`config.mk`:
```
export PLATFORM = sky130hd
export DESIGN_NAME = sim_run_ctrl
export DESIGN_NICKNAME = d
export VERILOG_FILES = /design/src/rtl/sim_run_ctrl.sv
export SDC_FILE = /design/constraint.sdc
export NUM_CORES = 1
export LEC_CHECK = 0
export ABC_AREA = 1
export BUFFER_PORTS_ARGS = -buffer_cell sky130_fd_sc_hd__buf_2
export CAP_MARGIN = 20
export CORE_ASPECT_RATIO = 0.5
export CORE_UTILIZATION = 48
export CTS_BUF_LIST = sky130_fd_sc_hd__clkbuf_8
export DETAILED_ROUTE_END_ITERATION = 8
export PLACE_DENSITY = 0.9
export REMOVE_ABC_BUFFERS = 1
export SLEW_MARGIN = 20
export SYNTH_ARGS = -nofsm -noshare
export SYNTH_HDL_FRONTEND = slang
export SYNTH_SLANG_ARGS = --single-unit
export TNS_END_PERCENT = 5
```
`constraint.sdc`:
```
create_clock -name clk -period 1.5 [get_ports clk]
set_input_delay 0.075 -clock clk [delete_from_list [all_inputs] [get_ports clk]]
set_output_delay 0.075 -clock clk [all_outputs]
set_load 0.03 [all_outputs]
```
`src/rtl/sim_run_ctrl.sv`:
```
// Run controller for a simulated CPU: holds it in reset, then watches it run until it halts or times out.
// Halt detection on the fetch PC is built only when SIM_RUN_CTRL_HALT_DETECT_EN is defined.
module sim_run_ctrl #(
   parameter int RESET_CYCLES = 5,
   parameter int MAX_CYCLES   = 50000,
   parameter int HALT_REPEAT  = 8,
   parameter int CNT_W        = 32
) (
   input  logic             clk,
   input  logic             reset,
   input  logic             restart_i,
   input  logic [31:0]      pc_i,
   input  logic             pc_valid_i,
   output logic             cpu_reset_o,
   output logic             running_o,
   output logic             done_o,
   output logic             halted_o,
   output logic             timeout_o,
   output logic [CNT_W-1:0] cycle_cnt_o
);

   localparam int HOLD_W = (RESET_CYCLES > 1) ? $clog2(RESET_CYCLES) : 1;

   typedef enum logic [1:0] {RST_HOLD, RUN, HALTED, TIMEOUT} state_t;

   state_t            state, state_nxt;
   logic [HOLD_W-1:0] hold_cnt, hold_cnt_nxt;
   logic [CNT_W-1:0]  cyc_cnt, cyc_cnt_nxt;
   logic              halt_hit;
   logic              timeout_hit;

   assign timeout_hit = (cyc_cnt == CNT_W'(MAX_CYCLES - 1));

`ifdef SIM_RUN_CTRL_HALT_DETECT_EN
   localparam int REP_W = $clog2(HALT_REPEAT);

   logic [31:0]      pc_cap;
   logic             pc_cap_vld;
   logic [REP_W-1:0] rep_cnt;
   logic             pc_match;

   assign pc_match = pc_valid_i && pc_cap_vld && (pc_i == pc_cap);
   assign halt_hit = (state == RUN) && pc_match && (rep_cnt == REP_W'(HALT_REPEAT - 2));

   // Tracking is cleared outside RUN so every run captures its first valid PC fresh.
   always_ff @(posedge clk) begin
      if (reset || state != RUN) begin
         pc_cap_vld <= 1'b0;
         rep_cnt    <= '0;
      end else if (pc_valid_i) begin
         if (pc_match) begin
            rep_cnt <= rep_cnt + REP_W'(1);
         end else begin
            rep_cnt    <= '0;
            pc_cap     <= pc_i;
            pc_cap_vld <= 1'b1;
         end
      end
   end
`else
   logic unused_halt;

   assign halt_hit    = 1'b0;
   assign unused_halt = ^{pc_i, pc_valid_i, (HALT_REPEAT > 1)};
`endif

   always_ff @(posedge clk) begin
      if (reset) begin
         state    <= RST_HOLD;
         hold_cnt <= '0;
         cyc_cnt  <= '0;
      end else begin
         state    <= state_nxt;
         hold_cnt <= hold_cnt_nxt;
         cyc_cnt  <= cyc_cnt_nxt;
      end
   end

   always_comb begin
      state_nxt    = state;
      hold_cnt_nxt = hold_cnt;
      cyc_cnt_nxt  = cyc_cnt;
      cpu_reset_o  = 1'b0;
      running_o    = 1'b0;
      done_o       = 1'b0;
      halted_o     = 1'b0;
      timeout_o    = 1'b0;
      case (state)
         RST_HOLD: begin
            cpu_reset_o = 1'b1;
            if (hold_cnt == HOLD_W'(RESET_CYCLES - 1)) begin
               state_nxt    = RUN;
               hold_cnt_nxt = '0;
            end else begin
               hold_cnt_nxt = hold_cnt + HOLD_W'(1);
            end
         end
         RUN: begin
            running_o   = 1'b1;
            cyc_cnt_nxt = cyc_cnt + CNT_W'(1);
            // A halt seen on the timeout edge wins.
            if (halt_hit) begin
               state_nxt = HALTED;
            end else if (timeout_hit) begin
               state_nxt = TIMEOUT;
            end
         end
         HALTED, TIMEOUT: begin
            done_o    = 1'b1;
            halted_o  = (state == HALTED);
            timeout_o = (state == TIMEOUT);
            if (restart_i) begin
               state_nxt    = RST_HOLD;
               hold_cnt_nxt = '0;
               cyc_cnt_nxt  = '0;
            end
         end
         default: begin
            state_nxt = RST_HOLD;
         end
      endcase
   end

   assign cycle_cnt_o = cyc_cnt;

endmodule

```
# Word-level counts from Yosys, hierarchy flattened
# Cells that the tools add are included.
dict set report op_classes {
  addsub 2
  mul 0
  n_div 0
  n_lt_le_gt_ge 0
  n_eq_ne 8
  shift 0
  n_mux 14
  bitwise_logic 0
  n_reduce_logical 7
}
# cell count
set op_table {}
lappend op_table {{case mux 32 bit (2 select lines)} 1}
lappend op_table {{adder 32 x 1 -> 32 bit, second input constant} 1}
lappend op_table {{== test 32 x 16 -> 1 bit, second input constant} 1}
lappend op_table {{two-way mux 32 bit} 1}
lappend op_table {{two-way mux 2 bit} 3}
lappend op_table {{two-way mux 3 bit} 2}
lappend op_table {{!= test 2 bit, second input constant} 3}
lappend op_table {{case mux 2 bit (3 select lines)} 1}
lappend op_table {{case mux 3 bit (2 select lines)} 1}
lappend op_table {{two-way mux 1 bit} 5}
lappend op_table {{== test 2 bit, second input constant} 2}
lappend op_table {{AND reduction 2 bit} 2}
lappend op_table {{nonzero test 2 bit} 2}
lappend op_table {{adder 3 x 1 -> 3 bit, second input constant} 1}
lappend op_table {{== test 3 bit, second input constant} 1}
lappend op_table {{AND reduction 3 bit} 1}
lappend op_table {{== test 2 x 1 -> 1 bit, second input constant} 1}
lappend op_table {{logical NOT 2 bit} 1}
lappend op_table {{OR reduction 2 bit} 1}
dict set report totals {
  ff_bits 37
  latchBits 0
  ram_bits 0
  rom_bits 0
  input_bits 36
  output_inout_bits 37
  elab_cells 34
  memories 0
}

# Logic depth before layout (Yosys ltp)
dict set report depth {
  depth_word 4
  depth_mapped 10
  mapped_depth_nobuf 9
}

# Worst setup path after synthesis
# No wires, ideal clock.
dict set report synth_path {
  kind {reg2reg}
  startpoint {register cyc_cnt[0] (netlist: cycle_cnt_o[0])}
  endpoint {register cyc_cnt[26] (netlist: cycle_cnt_o[26])}
  arrival_ps 1531
  path_slack_ps -149
  stages_incl_launch_ff 9
  n_path_buf 0
  period_less_slack_ps 1649
  path_cell_list {dfxtp_1 ha_1 nand2_4 nor2_4 nand4_2 nor2_4 nand2_1 nand3_1 o21ai_1}
}
dict set report synth_via {
  elab_chain_len 2
}
# item line_no
set synth_lines {}
lappend synth_lines {{from (decl)} 28} ;# logic [CNT_W-1:0] cyc_cnt, cyc_cnt_nxt;
lappend synth_lines {{from (signal assigned)} 75} ;# cyc_cnt <= cyc_cnt_nxt;
lappend synth_lines {{adder 32 x 1 -> 32 bit} 100} ;# cyc_cnt_nxt = cyc_cnt + CNT_W'(1);
lappend synth_lines {{case mux 32 bit (2 select lines)} 88} ;# case (state)
# No other way between the ends.
# A chain may end at the register's enable or synchronous reset.

# Worst setup path after layout
dict set report layout_path {
  startpoint {register cyc_cnt[1] (netlist: cycle_cnt_o[1])}
  endpoint {register cyc_cnt[30] (netlist: cycle_cnt_o[30])}
}
# Same word-level chain as after synthesis.

==> results_dict.tcl <==
set metrics [dict create \
    drive_above_1_share_pct 30.6 \
    wl_per_cell_um 14.4 \
    setup_violations 1 \
    finalNetCount 459 \
    finalHoldWorstSlack_ns 0.139 \
    required_ns 1.70 \
    die_y_um 51.5 \
    r2r-start "cycle_cnt_o[1]" \
    ys_types 38 \
    synth_area_um2 2350 \
    yosysMostFrequentCell "nand2_1" \
    rows 17 \
    antenna_cells 0 \
    slew_violations 0 \
    pwr-share-seq_pct 43.9 \
    routed-via-count 2652 \
    grt_max_degree 22 \
    drv_cap 0 \
    criticalPathCategory "flop to flop" \
    dieArea_um2 5200 \
    irDropWorstVdd_mv 0.436 \
    antenna_found_initial 0 \
    end_kind "flop" \
    status "complete, but fails checks" \
    hpwl_um 5040 \
    synth.area.top_cells "dfxtp_1, nand2_1, inv_1" \
    portBuffers 39 \
    cp-startpoint "cycle_cnt_o[1]" \
    yosys.area.top_type "dfxtp_1" \
    root_buffer "clkbuf_8" \
    start_kind "flop" \
    cts_buffers 5 \
    ys.warnings.count 0 \
    clockPowerShare_pct 28.5 \
    cts.sinks 37 \
    p_leak_nw 1.29 \
    yosysSeqAreaShare_pct 31.5 \
    syn2layout_area_growth_pct 25.0 \
    coreArea_um2 4550 \
    power_mw 2.45 \
    internal_power_mw 1.58 \
    yosysTopAreaCellShare_pct 31.5 \
    violations "negative setup slack" \
    ys_top_cells_by_count "nand2_1, inv_1, nor2_1, dfxtp_1, nand3_1" \
    htree_levels 2 \
    crit_fanout 5 \
    arrival_ns 1.70 \
    synth_edf_count 0 \
    finalWirelength_um 7030 \
    place_congestion 1.02 \
    final.setup.tns_ns -0.000906 \
    slew_headroom_pct 61.9 \
    clockBufferDepth 2 \
    skew_ns 0.00723 \
    cts_tree "yes" \
    rsz0062_at_grt "true" \
    initial_utilization_pct 51.7 \
    async_flop_share_pct 0 \
    post_cts_buffers 0 \
    hold_viol 0 \
    first_pass_iters 5 \
    p_per_area_nw_per_um2 834 \
    clock_latency_ns 0.30 \
    grtUsageTotal_pct 27.4 \
    synth_ff_type "dfxtp_1" \
    clk_pin_slew_ns 0.08 \
    hp-class "input port to flop" \
    drt_iter0_drc 438 \
    drcViolationCount 0 \
    period_needed_ns 1.50 \
    syn_avg_cell_area_um2 6.56 \
    min_from "reset" \
    p_sw_uw 877 \
    detail-route-antenna-nets 0 \
    grt_pass1_vias 2258 \
    max_freq_mhz 666 \
    syn_inst 359 \
    gr-total-overflow 0 \
    vias_per_cell 5.45 \
    fin_ws_ns -0.000906 \
    swShare_pct 35.8 \
    ioPinCount 73 \
    die_x_um 101 \
    worstMarginPinSlew_ns 0.570 \
    grt_pass1_wl_um 10800 \
    pwr-share-comb_pct 27.6 \
    ys_seq_elements 37 \
    timing.final.crit_share_pct 100 \
]
cells in the final DEF (no fill, tap or decap), types with 11 or more instances in the layout:
master and count:
buf_2 39, nor2_1 38, inv_1 53, buf_4 21
nand3_1 22, o21ai_0 11, a21oi_1 23, nand2_1 77
dfxtp_1 28
kinds of logic (layout without fill, tap and decap cells):
family | after synthesis | in the layout | synth area share [%]
AND/OR/NAND/NOR | 201 | 201 | 42.7
buffers and inverters | 65 | 127 | 11.7
AO/OA/AOI/OAI | 53 | 53 | 12.4
flip-flops | 37 | 37 | 31.5
adder cells (fa/ha/maj) | 3 | 3 | 1.60
sequential cells by signal (all words and copies together) (netlist names):
| signal | cells |
|---|---|
| cycle_cnt_o | 32 |
| hold_cnt | 3 |
| state | 2 |
through the flow:
step | cell area, µm² | setup WS (ns) | std cells | util (%)
2_1_floorplan | 2300 | -0.392 | 352 | -
3_3_place_gp | 2750 | 0.0544 | 479 | 60.5
3_5_place_dp | 2750 | 0.00497 | 479 | 60.5
4_1_cts | 2850 | 0.0142 | 487 | 62.5
5_1_grt | 2940 | -0.0729 | 487 | 64.6
6_report | 2940 | -0.000906 | 487 | 64.6
area by class of cell:
type                       count  area, µm²
multi-input combinational    257       1430
tap                           66       82.6
inverter                      58        220
clock buffer                   5       68.8
fill                         397       1610
timing repair buffer          61        373
sequential                    37        752
clock inverter                 3       13.8
critical path: stages, from the launching register on:
cell and delay, ns:
dfxtp_2 0.36, ha_4 0.15, nand2_4 0.06, nor2_4 0.24, nand4_4 0.15, nor2_4 0.22, nand3_2 0.09, nand3_2 0.07
nand2_1 0.05
layer usage:
metal | wire [µm] | GRT usage [%] | share of wire (%)
met2 | 3100 | 42.5 | 44
met1 | 3000 | 38.2 | 43
met5 | 0 | 0 | 0
met3 | 814 | 6.05 | 12
met4 | 110 | 8.45 | 1.6
power groups by stage:
| stage | registers (mW) | logic, mW | clock network, mW |
|---|---|---|---|
| floorplan | 1.13 | 0.372 | 0 |
| global placement | 1.09 | 0.650 | 0 |
| detailed placement | 1.09 | 0.661 | 0 |
| CTS | 1.07 | 0.663 | 0.693 |
| global route | 1.08 | 0.741 | 0.742 |
| finish | 1.08 | 0.677 | 0.698 |
worst paths after layout:
| check | cells after the start | slack (ns) | endpoint |
|---|---|---|---|
| setup / recovery | 8 | -0.0009 | cycle_cnt_o[30] |
| hold / removal | 2 | 0.14 | cycle_cnt_o[10] |
| setup reg to reg | 8 | -0.0009 | cycle_cnt_o[30] |
| hold reg to reg | 1 | 0.49 | cycle_cnt_o[7] |
timing repair:
| action | CTS | global route |
|---|---|---|
| pin swaps | 0 | 4 |
| gates resized for setup | 2 | 32 |
| setup endpoints to repair | 2 | 17 |
| hold buffers | 0 | 0 |
Power figures use the tool's default switching activity.
